### config.mk
export PLATFORM = sky130hd
export DESIGN_NAME = ram_port_arbiter
export DESIGN_NICKNAME = d
export VERILOG_FILES = /design/src/rtl/ram_arb_pkg.sv /design/src/rtl/ram_port_arbiter_sat_counter.sv /design/src/rtl/ram_port_arbiter.sv
export SDC_FILE = /design/constraint.sdc
export NUM_CORES = 1
export LEC_CHECK = 0
export ABC_AREA = 1
export BUFFER_PORTS_ARGS = -buffer_cell sky130_fd_sc_hd__buf_2
export CAP_MARGIN = 20
export CORE_MARGIN = 10
export CORE_UTILIZATION = 45
export CTS_BUF_LIST = sky130_fd_sc_hd__clkbuf_16
export DETAILED_ROUTE_END_ITERATION = 16
export PLACE_DENSITY = 0.79
export SETUP_SLACK_MARGIN = 0.15
export SLEW_MARGIN = 20
export SYNTH_ARGS = -nofsm -noshare
export SYNTH_HDL_FRONTEND = slang
export SYNTH_SLANG_ARGS = --single-unit
### constraint.sdc
create_clock -name clk_i -period 4.03 [get_ports clk_i]
set_input_delay 0.403 -clock clk_i [delete_from_list [all_inputs] [get_ports clk_i]]
set_output_delay 0.403 -clock clk_i [all_outputs]
set_load 0.05 [all_outputs]
### src/rtl/ram_arb_pkg.sv
// ---------------------------------------------------------------------------
// ram_arb_pkg
// Shared types and helpers for the two-port RAM arbiter.
//   - obi_req_t / obi_rsp_t : OBI-style request / response bundles at the
//     default 22-bit address / 32-bit data geometry of the wrapper RAM.
//   - PORT_IFETCH / PORT_DATA : port indices (0 = instruction fetch,
//     1 = data/LSU), used to index the one-hot grant vector.
//   - arb_grant() : pure arbitration decision, returns a one-hot grant.
// ---------------------------------------------------------------------------
package ram_arb_pkg;

  localparam int ARB_ADDR_WIDTH = 22;
  localparam int ARB_DATA_WIDTH = 32;

  localparam int PORT_IFETCH = 0;
  localparam int PORT_DATA   = 1;

  typedef struct packed {
    logic                          req;
    logic [ARB_ADDR_WIDTH-1:0]     addr;
    logic                          we;
    logic [ARB_DATA_WIDTH/8-1:0]   be;
    logic [ARB_DATA_WIDTH-1:0]     wdata;
  } obi_req_t;

  typedef struct packed {
    logic                      gnt;
    logic                      rvalid;
    logic [ARB_DATA_WIDTH-1:0] rdata;
  } obi_rsp_t;

  // One-hot grant: bit PORT_IFETCH / bit PORT_DATA.
  // On a conflict, round-robin hands the access to the port that did not
  // win last time; fixed priority always favours the data port.
  function automatic logic [1:0] arb_grant(input logic req0,
                                           input logic req1,
                                           input logic last_gnt,
                                           input logic fixed_prio);
    logic [1:0] g;
    g = 2'b00;
    if (req0 && req1) begin
      if (fixed_prio || !last_gnt) g = 2'b10;
      else                         g = 2'b01;
    end else if (req0) begin
      g = 2'b01;
    end else if (req1) begin
      g = 2'b10;
    end
    return g;
  endfunction

endpackage

### src/rtl/ram_port_arbiter_sat_counter.sv
// ---------------------------------------------------------------------------
// sat_counter
// Saturating up-counter used for the arbiter performance statistics.
// Sticks at all-ones instead of wrapping so a long run never reports a
// misleadingly small count.
//   clk_i    in   clock
//   rst_ni   in   async active-low reset, clears the count
//   inc_i    in   increment request for this cycle
//   count_o  out  current count (CNT_WIDTH bits)
// ---------------------------------------------------------------------------
module sat_counter #(
  parameter int CNT_WIDTH = 32
) (
  input  logic                 clk_i,
  input  logic                 rst_ni,
  input  logic                 inc_i,
  output logic [CNT_WIDTH-1:0] count_o
);

  localparam logic [CNT_WIDTH-1:0] CNT_MAX = {CNT_WIDTH{1'b1}};
  localparam logic [CNT_WIDTH-1:0] CNT_ONE = {{(CNT_WIDTH-1){1'b0}}, 1'b1};

  logic [CNT_WIDTH-1:0] r_count;

  always_ff @(posedge clk_i or negedge rst_ni) begin
    if (!rst_ni) begin
      r_count <= '0;
    end else if (inc_i && (r_count != CNT_MAX)) begin
      r_count <= r_count + CNT_ONE;
    end
  end

  assign count_o = r_count;

endmodule

### src/rtl/ram_port_arbiter.sv
// ---------------------------------------------------------------------------
// ram_port_arbiter
// Shares one single-port synchronous RAM (1-cycle read latency) between the
// core instruction-fetch port (m0) and the data/LSU port (m1).
//
// Handshake: a requester raises mN_req_i with stable addr/we/be/wdata and
// holds it until mN_gnt_o is seen high in the same cycle; a grant is an
// accepted transfer and is never revoked. Exactly one mN_rvalid_o pulse
// follows each grant one cycle later (reads and writes alike); rvalid has no
// ready and cannot be stalled, so back-to-back grants give back-to-back
// responses.
//
// Ports
//   clk_i, rst_ni               clock, async active-low reset
//   mN_req/addr/we/be/wdata_i   request from port N (N = 0 ifetch, 1 data)
//   mN_gnt_o                    request accepted this cycle
//   mN_rvalid_o, mN_rdata_o     response; rdata = 0 for writes / non-owner
//   ram_en/addr/we/be/wdata_o   RAM access (all zero when idle)
//   ram_rdata_i                 RAM read data, valid cycle after ram_en_o
//   gnt_cnt0_o, gnt_cnt1_o      saturating grant counts per port
//   conflict_cnt_o              saturating count of both-request cycles
// ---------------------------------------------------------------------------
module ram_port_arbiter
  import ram_arb_pkg::*;
#(
  parameter int ADDR_WIDTH = 22,
  parameter int DATA_WIDTH = 32,
  parameter int FIXED_PRIO = 0,
  parameter int CNT_WIDTH  = 32
) (
  input  logic                    clk_i,
  input  logic                    rst_ni,
  // port 0: instruction fetch
  input  logic                    m0_req_i,
  input  logic [ADDR_WIDTH-1:0]   m0_addr_i,
  input  logic                    m0_we_i,
  input  logic [DATA_WIDTH/8-1:0] m0_be_i,
  input  logic [DATA_WIDTH-1:0]   m0_wdata_i,
  output logic                    m0_gnt_o,
  output logic                    m0_rvalid_o,
  output logic [DATA_WIDTH-1:0]   m0_rdata_o,
  // port 1: data / LSU
  input  logic                    m1_req_i,
  input  logic [ADDR_WIDTH-1:0]   m1_addr_i,
  input  logic                    m1_we_i,
  input  logic [DATA_WIDTH/8-1:0] m1_be_i,
  input  logic [DATA_WIDTH-1:0]   m1_wdata_i,
  output logic                    m1_gnt_o,
  output logic                    m1_rvalid_o,
  output logic [DATA_WIDTH-1:0]   m1_rdata_o,
  // RAM side
  output logic                    ram_en_o,
  output logic [ADDR_WIDTH-1:0]   ram_addr_o,
  output logic                    ram_we_o,
  output logic [DATA_WIDTH/8-1:0] ram_be_o,
  output logic [DATA_WIDTH-1:0]   ram_wdata_o,
  input  logic [DATA_WIDTH-1:0]   ram_rdata_i,
  // performance counters
  output logic [CNT_WIDTH-1:0]    gnt_cnt0_o,
  output logic [CNT_WIDTH-1:0]    gnt_cnt1_o,
  output logic [CNT_WIDTH-1:0]    conflict_cnt_o
);

  localparam logic W_FIXED = (FIXED_PRIO != 0);

  // Arbitration state and response tracking
  logic       r_last_gnt;   // port that won the most recent grant
  logic       r_rsp_valid;  // a response is due this cycle
  logic       r_rsp_owner;  // port that owns the pending response
  logic       r_rsp_we;     // pending response belongs to a write

  logic [1:0] w_gnt;
  logic       w_any_gnt;
  logic       w_conflict;
  logic       w_win_we;

  assign w_gnt      = arb_grant(m0_req_i, m1_req_i, r_last_gnt, W_FIXED);
  assign w_any_gnt  = |w_gnt;
  assign w_conflict = m0_req_i & m1_req_i;
  assign w_win_we   = w_gnt[PORT_DATA] ? m1_we_i : m0_we_i;

  assign m0_gnt_o = w_gnt[PORT_IFETCH];
  assign m1_gnt_o = w_gnt[PORT_DATA];

  // RAM request mux: zero when idle so the RAM side never sees stale data.
  always_comb begin
    ram_en_o    = w_any_gnt;
    ram_addr_o  = '0;
    ram_we_o    = 1'b0;
    ram_be_o    = '0;
    ram_wdata_o = '0;
    if (w_gnt[PORT_DATA]) begin
      ram_addr_o  = m1_addr_i;
      ram_we_o    = m1_we_i;
      ram_be_o    = m1_be_i;
      ram_wdata_o = m1_wdata_i;
    end else if (w_gnt[PORT_IFETCH]) begin
      ram_addr_o  = m0_addr_i;
      ram_we_o    = m0_we_i;
      ram_be_o    = m0_be_i;
      ram_wdata_o = m0_wdata_i;
    end
  end

  // last_gnt resets to the data port so the first conflict goes to ifetch.
  always_ff @(posedge clk_i or negedge rst_ni) begin
    if (!rst_ni) begin
      r_last_gnt  <= 1'b1;
      r_rsp_valid <= 1'b0;
      r_rsp_owner <= 1'b0;
      r_rsp_we    <= 1'b0;
    end else begin
      r_rsp_valid <= w_any_gnt;
      if (w_any_gnt) begin
        r_last_gnt  <= w_gnt[PORT_DATA];
        r_rsp_owner <= w_gnt[PORT_DATA];
        r_rsp_we    <= w_win_we;
      end
    end
  end

  // Response routing: the pending response is independent of any grant
  // issued in the same cycle, which is what gives full pipeline overlap.
  assign m0_rvalid_o = r_rsp_valid & ~r_rsp_owner;
  assign m1_rvalid_o = r_rsp_valid &  r_rsp_owner;
  assign m0_rdata_o  = (m0_rvalid_o && !r_rsp_we) ? ram_rdata_i : '0;
  assign m1_rdata_o  = (m1_rvalid_o && !r_rsp_we) ? ram_rdata_i : '0;

  sat_counter #(.CNT_WIDTH(CNT_WIDTH)) u_gnt_cnt0 (
    .clk_i   (clk_i),
    .rst_ni  (rst_ni),
    .inc_i   (w_gnt[PORT_IFETCH]),
    .count_o (gnt_cnt0_o)
  );

  sat_counter #(.CNT_WIDTH(CNT_WIDTH)) u_gnt_cnt1 (
    .clk_i   (clk_i),
    .rst_ni  (rst_ni),
    .inc_i   (w_gnt[PORT_DATA]),
    .count_o (gnt_cnt1_o)
  );

  sat_counter #(.CNT_WIDTH(CNT_WIDTH)) u_conflict_cnt (
    .clk_i   (clk_i),
    .rst_ni  (rst_ni),
    .inc_i   (w_conflict),
    .count_o (conflict_cnt_o)
  );

endmodule
Yosys cells after proc, flatten, opt, wreduce, memory -nomap -nowiden
Index checks and enable logic that the tools add are counted.
Widths: inputs -> output; s select.
{"block": "classes", "addsub": 3, "mul": 0, "n_div": 0, "n_lt_le_gt_ge": 0, "n_eq_ne": 3, "shifts": 0, "n_mux": 15, "bitwise_logic": 4, "n_reduce_logical": 8}
{"operator": "$mux 32", "count": 4}
{"operator": "$add 32x1->32 const B", "count": 3}
{"operator": "$ne 32x32->1 const B", "count": 3}
{"operator": "$mux 22", "count": 2}
{"operator": "$mux 2", "count": 4}
{"operator": "$mux 4", "count": 2}
{"operator": "$logic_and 1x1->1", "count": 6}
{"operator": "$and 1x1->1", "count": 3}
{"operator": "$mux 1", "count": 3}
{"operator": "$reduce_or 2->1", "count": 1}
{"operator": "$logic_not 1->1", "count": 1}
{"operator": "$not 1->1", "count": 1}
{"block": "totals", "reg_bits": 100, "latch_bits": 0, "ram_bits": 0, "romBits": 0, "out_inout_bits": 224, "word_cells": 40, "mem_count": 0}

Logic depth before layout (Yosys ltp)
Gate-level depths: netlist (run 1).
{"block": "logic_depth", "word_depth": 5, "ltp_mapped": 11, "depth_no_buf": 10}

Hierarchy
A second synthesis (run 1) with hierarchy kept.
{"block": "unflattened", "cells_unflattened": 1317, "area_unflattened_um2": 7897.6}
{"module": "sat_counter", "instances": 3, "cells_each": 333, "area_per_inst_um2": 2190.9, "seq_area_each_um2": 800.8}
{"module": "ram_port_arbiter", "instances": 1, "cells_each": 318, "area_per_inst_um2": 1325.0, "seq_area_each_um2": 101.3}

Worst setup path before layout (run 1)
OpenSTA, ideal clock, no wires.
{"block": "synth_path", "path_kind": "flip-flop to output port", "startpoint": "reg r_rsp_owner", "endpoint": "out m0_rdata_o[10]", "arrival_time_ns": 2.221, "t_required_ns": 3.627, "slack_ns": 1.406, "stages_incl_launch_ff": 5, "cell_sequence": "dfrtp_1 -> nor2_1 -> nand2_1 -> clkbuf_1 -> nor2_1"}
{"block": "synth_via", "elab_chain_cells": 4}
{"item": "from (decl)", "line_no": "ram_port_arbiter.sv:69", "rtl": "logic r_rsp_owner;"}
{"item": "from (signal assigned)", "line_no": "ram_port_arbiter.sv:116", "rtl": "r_rsp_owner <= w_gnt[PORT_DATA];"}
{"item": "$not 1->1", "line_no": "ram_port_arbiter.sv:124", "rtl": "assign m0_rvalid_o = r_rsp_valid & ~r_rsp_owner;"}
{"item": "$and 1x1->1", "line_no": "ram_port_arbiter.sv:124"}
{"item": "named net m0_rvalid_o", "line_no": "ram_port_arbiter.sv:40", "rtl": "output logic m0_rvalid_o,"}
{"item": "$logic_and 1x1->1", "line_no": "ram_port_arbiter.sv:126", "rtl": "assign m0_rdata_o = (m0_rvalid_o && !r_rsp_we) ? ram_rdata_i : '0;"}
{"item": "$mux 32", "line_no": "ram_port_arbiter.sv:126"}
{"item": "to (decl)", "line_no": "ram_port_arbiter.sv:41", "rtl": "output logic [DATA_WIDTH-1:0] m0_rdata_o,"}
The timed path passes the listed nets, and every way through them passes these cells.

Final worst setup path (run 1)
{"block": "layout_path", "startpoint": "reg r_last_gnt", "endpoint": "out ram_we_o"}
{"block": "layout_via", "elab_chain_cells": 4}
{"item": "from (decl)", "line_no": "ram_port_arbiter.sv:67", "rtl": "logic r_last_gnt;"}
{"item": "from (signal assigned)", "line_no": "ram_port_arbiter.sv:115", "rtl": "r_last_gnt <= w_gnt[PORT_DATA];"}
{"item": "$mux 2 (*)", "line_no": "ram_arb_pkg.sv:42", "rtl": "if (fixed_prio || !last_gnt) g = 2'b10;"}
{"item": "$mux 2 (*)", "line_no": "ram_arb_pkg.sv:41", "rtl": "if (req0 && req1) begin"}
{"item": "$mux 1", "line_no": "ram_port_arbiter.sv:97", "rtl": "end else if (w_gnt[PORT_IFETCH]) begin"}
{"item": "$mux 1 (*)", "line_no": "ram_port_arbiter.sv:92", "rtl": "if (w_gnt[PORT_DATA]) begin"}
{"item": "to (decl)", "line_no": "ram_port_arbiter.sv:54", "rtl": "output logic ram_we_o,"}
Mark *: on every way between the ends. The rest lies on a longest branch, timed or not.

==> impl_metrics.tcl, run 1 <==
set metrics [dict create \
    clk_pin_slew_ns 0.07 \
    crit_chain "nand2_1 -> nand2_1 -> inv_2 -> nand2_1 -> nand2_1 -> buf_2" \
    criticalPathCategory "reg2out" \
    grt_max_degree 66 \
    worst_setup_path_end_kind "output port" \
    r2r_start "u_conflict_cnt.count_o[0]" \
    synth-main-ff-cell "dfrtp_1" \
    drt_wl_total_um 37100 \
    nets 1745 \
    p_int_uw 1930 \
    cpMaxStageDelayCell "inv_2" \
    fin_crit_ns 2.88 \
    slew_viol_final 0 \
    syn-num-nets 1387 \
    r2r_slack_ns 1.36 \
    path_common_cell "nand2_1" \
    clockBufferDepth 2 \
    dp.cells 1797 \
    ys_seq_elements 100 \
    postCtsSetupRepairBufs 0 \
    coreArea_um2 16500 \
    rows 47 \
    grt_pass1_wl_um 53300 \
    gp_congestion 0.992 \
    status "finished clean" \
    max-vdd-ir-drop_v 0.000519 \
    insertion_delay_ns 0.36 \
    max_stage_delay_ns 0.81 \
    start_util_pct 45.6 \
    ys_types 31 \
    fin_crit_sh_pct 71.4 \
    clockPowerShare_pct 27.9 \
    io_buffers 377 \
    first_iter_violations 860 \
    hpwl_um 30900 \
    overflow 0 \
    postSynthCellCount 1230 \
    drv_cap 0 \
    worstMarginPinSlew_ns 1.10 \
    stdcell_count 1827 \
    cts_root_buf "clkbuf_16" \
    synth_seq_area_share_pct 33.2 \
    timing.rr.end "u_conflict_cnt.count_o[30]" \
    cts_tree "built" \
    synth-edff-count 0 \
    mappedNetlistArea_um2 7540 \
    antenna_found_initial 22 \
    power_density_nw_per_um2 351 \
    cp_max_fo 62 \
    drive_above_1_share_pct 26.3 \
    post_cts_resized 0 \
    netSwitchingFraction_pct 44.5 \
    power.share.sequential_pct 33.7 \
    synth-async-reset-ratio_pct 100 \
    fmax_mhz 347 \
    dieWidth_um 149 \
    drtPass1Iterations 5 \
    final-hold-violation-count 0 \
    rsz0062_at_grt "no" \
    via_count 9417 \
    setup_violations 0 \
    pwr-share-comb_pct 38.4 \
    drtAntennaViolNets 0 \
    htreeDepth 3 \
    grt_pass1_vias 8655 \
    critPathArrivalTime_ns 2.48 \
    grtUsageTotal_pct 31.3 \
    switching_power_uw 1550 \
    p_leak_uw 0.00549 \
    skew_ns 0.00661 \
    slew_headroom_pct 26.8 \
    wire_per_inst_um 20.3 \
    ios 378 \
    ys_warn_count 0 \
    die_y_um 149 \
    die-area_um2 22300 \
    hold_class "in2async" \
    cp-start-kind "register" \
    syn_area_per_cell_um2 6.13 \
    cts.sinks 100 \
    cts_hold_buf 0 \
    drt-vias-per-instance 5.15 \
    cts_buffers 9 \
    area_delta_synth_final_pct 31.4 \
    setup_tns_ns 0 \
    cp.required_ns 3.63 \
    drc 0 \
    reg2regPathDepth 10 \
]
layout make-up:
class / instances / area [um2]
fillers: 1650 / 6610
multi-input cells: 973 / 4370
flip-flops and latches: 100 / 2500
repair buffers: 382 / 1940
inverters: 122 / 463
well taps: 220 / 275
clock buffers: 9 / 225
clock inverters: 7 / 100
diodes: 14 / 35.0
stage by stage:
step / hold WS (ns) / total power [uW] / area (um2) / setup WS, ns / utilization (%)
2_1_floorplan: 0.107 / 2120 / 7540 / 1.41 / -
3_3_place_gp: 0.458 / 2510 / 9550 / 1.44 / 57.8
3_5_place_dp: 0.489 / 2520 / 9550 / 1.38 / 57.8
4_1_cts: 0.187 / 3500 / 9880 / 1.18 / 59.8
5_1_grt: 0.203 / 3620 / 9890 / 0.979 / 59.8
6_report: 0.130 / 3480 / 9910 / 1.15 / 60.0
worst max-delay path by stage:
stage / from / slack, ns / to
final: r_last_gnt / 1.15 / ram_we_o
after global routing: r_last_gnt / 0.98 / ram_we_o
after CTS: r_last_gnt / 1.18 / ram_we_o
after detailed placement: u_conflict_cnt.count_o[0] / 1.38 / u_conflict_cnt.count_o[30]
after global placement: m0_req_i / 1.44 / ram_we_o
after floorplan: r_rsp_owner / 1.41 / m0_rdata_o[10]
Yosys cell counts (8+ instances only):
cell	instances	area, um2
nand2_1	540	2030
nor2_1	230	863
inv_1	118	443
dfrtp_1	99	2480
a22o_1	58	508
nand3_1	52	260
xor2_1	15	131
nand4_1	14	87.6
o21ai_0	14	70.1
xnor2_1	14	123
buf_2	13	65.1
clkbuf_1	12	45.0
nand3b_1	8	60.1
cell usage in the layout, fill, tap and decap left out:
master      instances
xnor2_1            14
inv_2               3
xor2_1             15
nand3b_1            8
nor2_2              7
and2_1              1
nand2_2             4
o21ai_0            14
inv_8               1
dfstp_2             1
nor2_4              2
and3_1              1
buf_12              1
nor3_1              1
diode_2            14
buf_2             376
inv_6               2
bufinv_16           2
nand3_1            52
dfrtp_1            99
inv_1             119
a21oi_1             4
o21ai_4             1
clkinv_4            1
buf_4               5
a22o_1             58
ha_1                3
clkbuf_16           9
nand2_8             1
nand2_1           540
nor2_1            230
nand2_4             1
nand4_1            14
nor2_8              1
o21bai_1            1
clkinvlp_4          1
worst max-delay path: cells and delay by family, from the launching register on:
| family | cells | cell delay, ns |
|---|---|---|
| buf+inv | 2 | 1.13 |
| flops | 1 | 0.38 |
| simple gates | 4 | 0.60 |
power by group through the flow:
| stage | registers [uW] | clock network [uW] | logic (uW) |
|---|---|---|---|
| finish | 1170 | 973 | 1340 |
| CTS | 1170 | 989 | 1330 |
| detailed placement | 1190 | 0 | 1330 |
| floorplan | 1380 | 0 | 741 |
| global placement | 1190 | 0 | 1320 |
| global route | 1190 | 1020 | 1410 |
registers in the layout (all words and copies together), names as in the netlist:
name	flops
r_rsp_owner	1
r_last_gnt	1
r_rsp_valid	1
r_rsp_we	1
u_conflict_cnt.count_o	32
u_gnt_cnt0.count_o	32
u_gnt_cnt1.count_o	32
layer usage:
layer / part of all wire (%) / vias to the layer above / global-route usage, %
li1: - / 4544 / -
met1: 40 / 4355 / 40.9
met2: 42 / 460 / 44.9
met3: 16 / 44 / 17.7
met4: 1.0 / 14 / 4.66
met5: 0.24 / - / 0
cell families after synthesis:
kind of cell / share of synthesized area [%]
buffers and inverters: 8.94
AOI/OAI and AO/OA: 8.15
and+or+nand+nor: 45.9
DFF: 33.2
adders and majority gates: 0.498
xor gates and xnor gates: 3.37
(Power assumes the default switching activity.)
==> run 2, diff against run 1 <==
CORE_UTILIZATION = 43   (was 45)
clock period = 2.62 ns   (was 4.03 ns; I/O delays follow)
==> run 2 against run 1 <==
  * Clock power up 45%
  * Via count down 0.68%
  * Highest routed layer unchanged
  * Power up 52%
  * Flip-flop and latch count unchanged
  * First-iteration DRC count up 4.5%
==> impl_metrics.tcl, run 2 (synthesis results as in run 1) <==
set metrics [dict create \
    die_y_um 152 \
    first_iter_violations 899 \
    io_buffers 377 \
    cpLargestDelayFamily "buffers and inverters" \
    grt_util_met2_pct 40.7 \
    wire_per_inst_um 18.6 \
    ios 378 \
    cts_root_buf "clkbuf_16" \
    crit_buf_inv 2 \
    nets 1751 \
    cp-start-kind "register" \
    crit_chain "nand2_1 -> o21ai_4 -> buf_4 -> a22o_1 -> buf_2" \
    hpwl_um 28500 \
    slew_viol_final 0 \
    drt_wl_total_um 34100 \
    final-hold-violation-count 0 \
    skew_ns 0.0199 \
    fin_crit_sh_pct 91.6 \
    start_util_pct 43.8 \
    setup_tns_ns 0 \
    clk_pin_slew_ns 0.07 \
    grt_use_met3_pct 16.6 \
    most-common-layout-cells "540 x nand2_1, 376 x buf_2, 229 x nor2_1" \
    drv_cap 0 \
    drt-vias-per-instance 5.11 \
    drtPass1Iterations 5 \
    use_met1_pct 35.1 \
    area_delta_synth_final_pct 32.2 \
    criticalPathCategory "reg2out" \
    drc 0 \
    cp_max_fo 30 \
    hold_class "in2reg" \
    cts.sinks 100 \
    critPathArrivalTime_ns 2.14 \
    p_leak_uw 0.00552 \
    dieWidth_um 152 \
    utilization_pct 57.8 \
    cts_tree "built" \
    clockBufferDepth 2 \
    grt_pass1_vias 8718 \
    cpMaxStageDelayCell "dfstp_2" \
    fmax_mhz 417 \
    hold_ws_ns 0.244 \
    fin_crit_ns 2.40 \
    busiest_layer "met2" \
    power_density_nw_per_um2 529 \
    gp_congestion 0.990 \
    grt_max_degree 51 \
    drtAntennaViolNets 0 \
    postCtsSetupRepairBufs 0 \
    power_uw 5280 \
    antenna_found_initial 15 \
    status "finished clean" \
    cp.required_ns 2.36 \
    grtUsageTotal_pct 27.9 \
    htreeDepth 3 \
    grt_pass1_wl_um 51900 \
    n_fill_cell 1647 \
    coreArea_um2 17200 \
    final_common_cell "nand2_1" \
    rows 48 \
    cts_buffers 9 \
    max_stage_delay_ns 0.54 \
    die-area_um2 23200 \
    pre_cts_ws_ns 0.361 \
    rsz0062_at_grt "yes" \
    max-vdd-ir-drop_v 0.000644 \
    worst_setup_path_end_kind "output port" \
    overflow 0 \
    via_count 9353 \
    setup_slack_ns 0.221 \
    setup_violations 0 \
    drive_above_1_share_pct 26.6 \
    worstMarginPinSlew_ns 0.935 \
    slew_headroom_pct 37.4 \
    insertion_delay_ns 0.37 \
]
## run 2: cell count changes in the layout (fill, tap and decap cells not counted), sizes merged
cell and change:
dlygate4sd3 +1, diode -6, bufinv -2, clkinv +3, clkinvlp -1, buf +5
## run 2: report_power, final
part / switching (uW) / total, uW / internal, uW
logic: 1570 / 2060 / 495
registers: 160 / 1800 / 1640
clock network: 723 / 1410 / 686
total: 2450 / 5280 / 2830
## run 2: per-layer routing
| metal | vias up | wire (um) |
|---|---|---|
| met4 | 12 | 359 |
| met2 | 465 | 14300 |
| met5 | - | 75 |
| met1 | 4281 | 14000 |
| met3 | 41 | 5260 |
| li1 | 4554 | - |
## run 2: worst paths after layout
kind	startpoint	to	slack, ns	cells after the start
setup / recovery	r_last_gnt	ram_wdata_o[18]	0.22	5
hold / removal	m0_req_i	r_last_gnt	0.24	4
setup reg to reg	u_gnt_cnt1.count_o[0]	u_gnt_cnt1.count_o[16]	0.37	10
hold reg to reg	r_last_gnt	r_last_gnt	0.50	2
max in group asynchronous	rst_ni	u_gnt_cnt0.count_o[21]	1.35	3
min in group asynchronous	rst_ni	u_conflict_cnt.count_o[31]	0.46	2
## run 2: tightest hold or removal path: stages
cell	delay [ns]
buf_2	0.11
inv_1	0.09
nand2_1	0.08
nand2_1	0.06
## run 2: final cells by class
cell class | instances | area [um2] | area share [%]
Timing Repair Buffer | 388 | 2010 | 20.2
Tap cell | 225 | 282 | 2.82
Clock inverter | 7 | 86.3 | 0.866
Antenna cell | 8 | 20.0 | 0.201
Multi-Input combinational cell | 973 | 4370 | 43.9
Sequential cell | 100 | 2500 | 25.1
Inverter | 122 | 468 | 4.69
Clock buffer | 9 | 225 | 2.26
## run 2: timing repair
item                       in CTS  in global routing
gates resized for setup         0                  4
hold endpoints to repair       46                  0
hold buffers                    1                  0
setup endpoints to repair       0                 13
## run 2: per-stage QoR
| step | cells | instance area (um2) |
|---|---|---|
| after detailed placement | 1807 | 9620 |
| after CTS | 1824 | 9950 |
| after global routing | 1827 | 9960 |
| after floorplan | 1230 | 7540 |
| after global placement | 1807 | 9620 |
| final | 1832 | 9970 |
==> run 3, diff against run 2 <==
CORE_ASPECT_RATIO = 0.9   (was not set)
==> run 3 against run 2 <==
  * Combinational power rose by 2%
  * Count of clock-buffer cells in the layout did not move
  * Largest power group unchanged
  * Die area barely moved
  * Maximum frequency fell by 0.36%
  * Wire length rose by 18%
  * Via count rose by 1.7%
  * Non-clock buffer count rose by 3
  * Power rose by 2.2%
  * Flip-flop and latch count did not move
  * Largest cell class unchanged
  * Sequential power barely moved
  * Register-to-register slack improved by 0.08 ns
==> impl_metrics.tcl, run 3 (synthesis results as in run 1) <==
set metrics [dict create \
    status "finished clean" \
    drtAntennaViolNets 0 \
    drtPass1Iterations 6 \
    cts.sinks 100 \
    cpMaxStageDelayCell "dfstp_2" \
    nets 1755 \
    most-common-layout-cells "540 x nand2_1, 376 x buf_2, 229 x nor2_1" \
    coreArea_um2 17100 \
    crit_chain "nand2_1 -> nand2_1 -> inv_6 -> buf_12 -> a22o_1 -> buf_2" \
    cpLargestDelayFamily "buffers and inverters" \
    ios 378 \
    rsz0062_at_grt "no" \
    hpwl_um 34000 \
    utilization_pct 58.8 \
    skew_ns 0.0100 \
    grtUsageTotal_pct 33.4 \
    cts_tree "built" \
    worstMarginPinSlew_ns 0.899 \
    n_fill_cell 1759 \
    fin_crit_ns 2.41 \
    cts_root_buf "clkbuf_16" \
    grt_pass1_vias 9116 \
    drt_wl_total_um 40300 \
    clockBufferDepth 2 \
    slew_viol_final 0 \
    antenna_found_initial 28 \
    critPathArrivalTime_ns 2.15 \
    regArea_um2 2500 \
    drt-vias-per-instance 5.14 \
    cp_max_fo 27 \
    pre_cts_ws_ns 0.401 \
    clk_pin_slew_ns 0.07 \
    setup_violations 0 \
    cp-start-kind "register" \
    rows 45 \
    p_leak_uw 0.00555 \
    dieWidth_um 160 \
    hold_class "in2reg" \
    grt_pass1_wl_um 59300 \
    drive_above_1_share_pct 26.7 \
    multi_input_area_um2 4380 \
    final_common_cell "nand2_1" \
    setup_slack_ns 0.212 \
    criticalPathCategory "reg2out" \
    max-vdd-ir-drop_v 0.000875 \
    drc 0 \
    power_uw 5390 \
    path_common_cell "nand2_1" \
    fin_crit_sh_pct 91.9 \
    die-area_um2 23200 \
    grt_max_degree 60 \
    via_count 9515 \
    die_y_um 146 \
    start_util_pct 44.2 \
    worst_setup_path_end_kind "output port" \
    power_density_nw_per_um2 538 \
    cp.required_ns 2.36 \
    overflow 0 \
    fmax_mhz 415 \
    htreeDepth 3 \
    io_buffers 377 \
    first_iter_violations 769 \
    slew_headroom_pct 40.1 \
    gp_congestion 1.03 \
    cts_buffers 9 \
    setup_tns_ns 0 \
    wire_per_inst_um 21.8 \
    final-hold-violation-count 0 \
    hold_ws_ns 0.243 \
    crit_buf_inv 3 \
    insertion_delay_ns 0.36 \
    area_delta_synth_final_pct 32.9 \
    max_stage_delay_ns 0.53 \
    drv_cap 0 \
]
run 3: changes by cell type in the layout (fill, tap and decap cells not counted), sizes merged:
cell / before / now
clkinv: 4 / 1
bufinv: 0 / 2
o21ai: 15 / 16
diode: 8 / 15
buf: 387 / 390
run 3: metrics by stage:
step,std cells,instance area [um2]
2_1_floorplan,1230,7540
3_3_place_gp,1820,9660
3_5_place_dp,1820,9660
4_1_cts,1836,9980
5_1_grt,1850,10000
6_report,1852,10000
run 3: metal layers:
metal | vias up | wire length, um | GRT usage [%]
met2 | 484 | 19600 | 56.1
li1 | 4559 | - | -
met3 | 97 | 3030 | 7.60
met5 | - | 21 | 0
met1 | 4371 | 15100 | 37.6
met4 | 4 | 2510 | 20.8
run 3: what timing repair did:
item | in CTS | in global routing
setup buffers | 0 | 0
setup endpoints to repair | 0 | 22
resized for setup | 0 | 3
hold endpoints to repair | 41 | 0
hold buffers | 1 | 0
run 3: power by group:
part | switching [uW] | internal (uW)
logic | 1600 | 500
registers | 168 | 1640
clock network | 650 | 829
run 3: layout make-up:
class	count	area share (%)
inverter	122	4.67
multi-input combinational	974	43.7
tap	235	2.93
clock inverter	6	0.811
timing repair buffer	391	20.3
sequential	100	25.0
antenna	15	0.374
clock buffer	9	2.25
run 3: path summary, 6_finish.rpt:
kind	depth (start not counted)	to	slack, ns	startpoint
max reg2reg	9	u_gnt_cnt1.count_o[2]	0.45	u_gnt_cnt1.count_o[0]
max in group asynchronous	3	r_last_gnt	1.36	rst_ni
max	6	ram_wdata_o[11]	0.21	r_last_gnt
min	4	r_last_gnt	0.24	m0_req_i
min in group asynchronous	2	u_conflict_cnt.count_o[15]	0.44	rst_ni
min reg2reg	2	r_last_gnt	0.47	r_last_gnt
run 3: worst min-delay path: cells and delay by family:
family	cells	cell delay, ns
and+or+nand+nor	2	0.13
buffers and inverters	2	0.20
